===== src/rtl/md5_host_link.sv =====
// md5_host_link: host-side command initiator that serializes commands to cmd_parser and collects its replies.
module md5_host_link #(
    parameter int BYTE_GAP       = 0,
    parameter int BUSY_CYCLES    = 4,
    parameter int TIMEOUT_CYCLES = 4096
) (
    input  logic        clk,
    input  logic        reset,
    input  logic        cmd_start,
    input  logic [7:0]  cmd_op,
    input  logic [15:0] cmd_len,
    input  logic [7:0]  resp_len,
    input  logic [7:0]  pl_data,
    input  logic        pl_valid,
    output logic        pl_ready,
    output logic [7:0]  rxd_data,
    output logic        rxd_data_ready,
    input  logic        txd_start,
    input  logic [7:0]  txd_data,
    output logic        txd_busy,
    output logic [7:0]  resp_data,
    output logic        resp_valid,
    output logic        resp_last,
    output logic        busy,
    output logic        done,
    output logic        err_timeout,
    output logic        err_unexpected
);
    localparam int GW = BYTE_GAP > 1 ? $clog2(BYTE_GAP) : 1;
    localparam int BW = BUSY_CYCLES > 0 ? $clog2(BUSY_CYCLES + 1) : 1;
    localparam int TW = $clog2(TIMEOUT_CYCLES) + 1;
    typedef enum logic [2:0] {IDLE, SEND_OP, SEND_PL, GAP, WAIT_RESP} state_t;
    state_t state, state_nx;
    logic [7:0] op_q, rcnt, last_byte;
    logic [15:0] pcnt;
    logic [GW-1:0] gcnt;
    logic [BW-1:0] bcnt;
    logic [TW-1:0] tcnt;
    logic take_pl, pl_final, capture, finish, timed_out;
    // a reply landing with the final payload byte is still counted
    always_comb begin
        take_pl = state == SEND_PL && pl_valid;
        pl_final = take_pl && pcnt == 16'd1;
        capture = txd_start && rcnt != 8'd0 && (state == WAIT_RESP || pl_final);
        finish = (capture && rcnt == 8'd1) || (state == WAIT_RESP && rcnt == 8'd0);
        timed_out = state == WAIT_RESP && !txd_start && rcnt != 8'd0 && tcnt == TW'(TIMEOUT_CYCLES - 1);
        state_nx = state;
        case (state)
            IDLE:      state_nx = cmd_start ? SEND_OP : IDLE;
            SEND_OP:   state_nx = BYTE_GAP > 0 ? GAP : pcnt != 16'd0 ? SEND_PL : WAIT_RESP;
            SEND_PL:   state_nx = !take_pl ? SEND_PL : pl_final ? (finish ? IDLE : WAIT_RESP) : BYTE_GAP > 0 ? GAP : SEND_PL;
            GAP:       state_nx = gcnt != GW'(0) ? GAP : pcnt != 16'd0 ? SEND_PL : WAIT_RESP;
            WAIT_RESP: state_nx = finish || timed_out ? IDLE : WAIT_RESP;
            default:   state_nx = IDLE;
        endcase
    end
    assign pl_ready = take_pl;
    assign rxd_data_ready = state == SEND_OP || take_pl;
    assign rxd_data = state == SEND_OP ? op_q : take_pl ? pl_data : last_byte;
    assign busy = state != IDLE;
    assign txd_busy = bcnt != BW'(0);
    always_ff @(posedge clk or negedge reset) begin
        if (!reset) begin
            state <= IDLE;
            op_q <= '0;
            rcnt <= '0;
            pcnt <= '0;
            gcnt <= '0;
            bcnt <= '0;
            tcnt <= '0;
            last_byte <= '0;
            resp_data <= '0;
            resp_valid <= 1'b0;
            resp_last <= 1'b0;
            done <= 1'b0;
            err_timeout <= 1'b0;
            err_unexpected <= 1'b0;
        end else begin
            state <= state_nx;
            resp_valid <= capture;
            resp_last <= capture && rcnt == 8'd1;
            done <= finish || timed_out;
            err_unexpected <= txd_start && state != WAIT_RESP && !capture;
            bcnt <= txd_start ? BW'(BUSY_CYCLES) : bcnt != BW'(0) ? bcnt - BW'(1) : bcnt;
            gcnt <= state == GAP ? gcnt - GW'(1) : GW'(BYTE_GAP - 1);
            tcnt <= state != WAIT_RESP || txd_start ? '0 : tcnt + TW'(1);
            if (capture) begin
                resp_data <= txd_data;
                rcnt <= rcnt - 8'd1;
            end
            if (take_pl) begin
                last_byte <= pl_data;
                pcnt <= pcnt - 16'd1;
            end
            if (state == SEND_OP) last_byte <= op_q;
            if (state == IDLE && cmd_start) begin
                op_q <= cmd_op;
                pcnt <= cmd_len;
                rcnt <= resp_len;
                err_timeout <= 1'b0;
            end
            if (timed_out) err_timeout <= 1'b1;
        end
    end
endmodule


===== config.mk =====
export PLATFORM = sky130hd
export DESIGN_NAME = md5_host_link
export DESIGN_NICKNAME = d
export VERILOG_FILES = /design/src/rtl/md5_host_link.sv
export SDC_FILE = /design/constraint.sdc
export NUM_CORES = 1
export LEC_CHECK = 0
export CORE_MARGIN = 5
export CORE_UTILIZATION = 55
export DETAILED_ROUTE_END_ITERATION = 10
export PLACE_DENSITY = 0.93
export RECOVER_POWER = 50
export SYNTH_ARGS = -nofsm -noshare
export SYNTH_HDL_FRONTEND = slang
export SYNTH_SLANG_ARGS = --single-unit

===== constraint.sdc =====
create_clock -name clk -period 3.2 [get_ports clk]
set_input_delay 0.48 -clock clk [delete_from_list [all_inputs] [get_ports clk]]
set_output_delay 0.48 -clock clk [all_outputs]
set_load 0.01 [all_outputs]

# After elaboration in Yosys (flattened, before gate mapping)
# Cells that the tools add are included.
[word_totals] ramBits=0 latchBits=0 memories=0 elab_cells=76 output_inout_bits=25 register_bits=73 mem_bits_ro=0 in_bits=53
[op_classes] n_mux=20 eq_ne=8 bitwise_logic=0 reduce_logical=29 addsub=5 multipliers=0 n_lt_le_gt_ge=0 shifts=0 n_div=0
[ops] cell="16-bit two-way mux" n=2
[ops] cell="8-bit two-way mux" n=4
[ops] cell="3-bit two-way mux" n=8
[ops] cell="16-bit by 1-bit == test with 1-bit output, second input constant" n=1
[ops] cell="16-bit nonzero test" n=1
[ops] cell="16-bit by 1-bit subtractor with 16-bit output, second input constant" n=1
[ops] cell="3-bit case mux with 5 select lines" n=1
[ops] cell="13-bit by 1-bit adder with 13-bit output, second input constant" n=1
[ops] cell="13-bit by 12-bit == test with 1-bit output, second input constant" n=1
[ops] cell="13-bit two-way mux" n=1
[ops] cell="1-bit logical AND" n=12
[ops] cell="8-bit by 1-bit == test with 1-bit output, second input constant" n=1
[ops] cell="8-bit zero test" n=1
[ops] cell="2-bit nonzero test" n=4
[ops] cell="8-bit nonzero test" n=1
[ops] cell="8-bit by 1-bit subtractor with 8-bit output, second input constant" n=1
[ops] cell="3-bit by 2-bit == test with 1-bit output, second input constant" n=2
[ops] cell="3-bit nonzero test" n=2
[ops] cell="1-bit logical OR" n=5
[ops] cell="1-bit two-way mux" n=4
[ops] cell="3-bit by 1-bit == test with 1-bit output, second input constant" n=1
[ops] cell="3-bit == test, second input constant" n=1
[ops] cell="3-bit zero test" n=1
[ops] cell="3-bit inequality test, second input constant" n=1
[ops] cell="other kinds (3)" n=4

# Logic depth before layout (Yosys ltp)
[depth] depth_word=11 mapped_depth=9 mapped_depth_nobuf=7

# Least setup slack after synthesis
# Ideal clock, no wire load.
[synth_timing] path_kind="reg2reg" start="register pcnt[3]" end="register resp_data[2]" setup_time_ps=127 synth_period_minus_slack_ps=2141 slack_ps=1059 path_buffers=3 stages_incl_launch_ff=9 required_time_ps=3073 arrival_ps=2013 cell_sequence="dfrtp_1 nor4_2 and4_1 buf_6 a31o_2 and3_1 buf_2 buf_4 mux2_1"
[synth_via] elab_chain_len=4
[synth_rtl] item="start: declaration" line="35" source="logic [15:0] pcnt;"
[synth_rtl] item="start signal: assignment" line="93" source="pcnt <= pcnt - 16'd1;"
[synth_rtl] item="start signal: assignment" line="98" source="pcnt <= cmd_len;"
[synth_rtl] item="16-bit by 1-bit == test with 1-bit output" line="43" source="pl_final = take_pl && pcnt == 16'd1;"
[synth_rtl] item="1-bit logical AND" line="43"
[synth_rtl] item="1-bit logical OR" line="44" source="capture = txd_start && rcnt != 8'd0 && (state == WAIT_RESP || pl_final);"
[synth_rtl] item="1-bit logical AND" line="44"
[synth_rtl] item="net capture" line="39" source="logic take_pl, pl_final, capture, finish, timed_out;"
[synth_rtl] item="end signal: assignment" line="88" source="resp_data <= txd_data;"
[synth_rtl] item="end: declaration" line="21" source="output logic [7:0] resp_data,"
# The timed path passes the listed nets, and every way through them passes these cells.
# A chain may end at the register's enable or synchronous reset.

# Final worst setup path
[layout_timing] start="register state[0]" end="output port rxd_data[3]"
[layout_via] elab_chain_len=4 elab_cells_between_ends=5 classes_between="2 x eq/ne; 2 x mux; 1 x reduce/logical"
[layout_rtl] item="start: declaration" line="33" source="state_t state, state_nx;"
[layout_rtl] item="start signal: assignment" line="79" source="state <= state_nx;"
[layout_rtl] item="3-bit by 2-bit == test with 1-bit output" line="42" source="take_pl = state == SEND_PL && pl_valid;"
[layout_rtl] item="1-bit logical AND" line="42"
[layout_rtl] item="8-bit two-way mux" line="59" source="assign rxd_data = state == SEND_OP ? op_q : take_pl ? pl_data : last_byte;"
[layout_rtl] item="8-bit two-way mux *" line="59"
[layout_rtl] item="end: declaration" line="16" source="output logic [7:0] rxd_data,"
# Every way passes the cells marked *; elsewhere a longest branch is shown, timed or not.

==> impl_metrics.ini <==
[status]
status = finished, violations left
violations = capacitance limit, slew limit

[floorplan]
row_count = 29
initial_utilization_pct = 56.9
die_w_um = 91.5
die_area_mm2 = 0.00837
io_pins = 78
die_y_um = 91.5
coreArea_mm2 = 0.00642

[synthesis]
synth.most_common_cell = dfrtp_1
syn_area_per_cell_um2 = 9.74
syn_area_mm2 = 0.00365
synth-edff-count = 0
synthMuxAreaShare_pct = 4.66
ys_warn_count = 0
synth-xor-area-share_pct = 5.03
synthSimpleGateAreaFrac_pct = 23.0
yosys-top-cells-area = dfrtp_1 50%, nand2_1 6.5%, nor2_1 4.0%
synth_nets = 435
postSynthCellCount = 375
ys_seq_area_share_pct = 50.0
synth_cell_types = 54
synth_flop_cell = dfrtp_1
synth_compound_area_share_pct = 11.1
synth_top_cell_by_area = dfrtp_1
synth_adder_area_share_pct = 2.40
yosysTopAreaCellShare_pct = 50.0
synth_top_family_by_area = simple AND/OR/NAND/NOR gates
synth_common_cells = 73 x dfrtp_1, 63 x nand2_1, 39 x nor2_1, 17 x o21ai_0
async_flop_share_pct = 100
synth_seq_cells = 73

[worst_setup_path]
crit_end = rxd_data[3]
cp_data_arrival_time_ps = 2380
worstPathRequired_ps = 2720
worst-setup-path-type = reg2out
reg2reg_to = resp_data[0]
reg2reg_depth = 5
worst_setup_path_start_kind = flip-flop
rrSetupSlack_ps = 660
r2r-start = pcnt[3]
worstPathMaxFanout = 13
cp-end-kind = primary output
crit_start = state[0]

[pwr]
p_leak_nw = 2.01
peakVddDrop_uv = 579
total_power_mw = 3.39
p_per_area_mw_per_mm2 = 717

[place]
portBuffers = 77
dp_hpwl_um = 5960
place.gp.congestion = 0.853
place_inst = 521
dpl-instance-area_mm2 = 0.00452

[sta]
tightestPinTransition_ps = 2080
relSlewSlack_pct = -38.9
period_share_pct = 89.4
period_minus_slack_ps = 2860
setup_viol = 0
hold_violations = 0
skew_ps = 5.54
rsz0062_at_grt = no
fmax_ghz = 0.350
drv_slew = 41
tns_ps = 0

[drt]
post_drt_wl_per_cell_um = 15.7
antenna_left = 0
wl_um = 8430
via_count = 3064
drtIter0Drc = 95
dr.pass1.iters = 5
viasPerCell = 5.71
drc = 0

[clock_network]
worstSkewPairLatency_ps = 350
cts.clk_slew.worst_paths_ps = 80
post_cts_buffers = 0
max-clock-path-buffers = 2
cts_resized = 0
h-tree-depth = 3
cts-root-buf = clkbuf_8
cts_hold_buffers = 0
cts_sinks = 73
cts_tree = built
numCtsBuffers = 9

[cells_and_area]
n_antenna_cell = 0
drive_gt1_share_pct = 8.70
syn2layout_area_growth_pct = 29.3
fin_cells = 537
nets = 515
final_area_mm2 = 0.00473

[global_route]
grt_pass1_wl_um = 14200
grt_antenna_before_repair = 0
grt_usage_pct = 21.0
grt_pass1_vias = 3021
grt_max_degree = 41
grt_overflow = 0

[hold_path]
min_path_type = reg2reg

[job]
drv_cap = 1
report_power, final:
| part | switching, mW | internal [mW] |
|---|---|---|
| Sequential | 0.265 | 1.21 |
| Clock | 0.348 | 0.479 |
| Combinational | 0.555 | 0.535 |
worst max-delay path, stage by stage (launching register included):
cell and delay, ps:
dfrtp_1 480, nand4bb_1 290, buf_4 260, mux2i_1 130, o21ai_0 250, clkdlybuf4s50_1 620
how the worst min path moves through the flow:
stage             from           end  slack (ps)  cells after the start
2_1_floorplan    reset       bcnt[0]         180                      0
3_3_place_gp   tcnt[0]       tcnt[0]         430                      1
3_5_place_dp   tcnt[0]       tcnt[0]         450                      1
4_1_cts          reset  last_byte[7]         270                      1
5_1_grt        tcnt[0]       tcnt[0]         470                      1
6_report       tcnt[0]       tcnt[0]         460                      1
metrics by stage:
stage          util, %  setup WS, ps  hold WS [ps]
5_1_grt           73.6           161           474
2_1_floorplan        -          1060           184
4_1_cts           74.0           332           270
3_5_place_dp      70.4           342           452
6_report          73.6           339           456
3_3_place_gp      70.4           500           435
layout by cell type (no fill, tap or decap), types with 3 or more instances in the layout:
cell type	n
nand2_1	63
nor3_1	8
clkdlybuf4s50_1	75
xor2_1	12
mux2_2	3
dfrtp_1	73
a31oi_1	7
o31ai_1	8
a211oi_1	5
nor2_1	39
or3_1	3
and3_1	3
nand3_1	11
o21ai_0	17
a221o_1	3
clkbuf_1	3
or4_1	6
clkbuf_8	11
nor4_1	4
buf_4	7
nand4_1	3
mux2_1	5
mux2i_1	8
ha_1	7
a21oi_1	6
nand2b_1	3
inv_1	12
nor2b_1	4
xnor2_1	9
flip-flops by register name, indices dropped and copies added (netlist names):
signal / cells
bcnt: 3
done: 1
err_timeout: 1
err_unexpected: 1
gcnt: 1
last_byte: 8
op_q: 8
pcnt: 16
rcnt: 8
resp_data: 8
resp_last: 1
resp_valid: 1
state: 3
tcnt: 13
cells by family (layout without fill, tap and decap cells):
logic type | after synthesis | in the layout
xor+xnor | 21 | 21
simple gates | 168 | 168
buf+inv | 31 | 116
mux | 16 | 16
fa+ha+maj | 7 | 7
compound gates | 59 | 59
flops | 73 | 73
layout make-up:
cell class,count,area (µm²)
repair buffers,87,830
well taps,77,96.3
multi-input cells,271,1700
clock inverters,5,77.6
fillers,445,1700
flip-flops and latches,73,1830
inverters,13,48.8
clock buffers,11,151
routing by layer:
metal	GRT usage (%)	vias to the layer above	wire length (µm)	part of all wire, %
met2	34.8	107	4270	51
li1	-	1470	-	-
met5	0	-	0	0
met4	7.04	0	121	1.4
met1	25.9	1472	3490	41
met3	6.94	15	545	6.5
(Power assumes the default switching activity.)
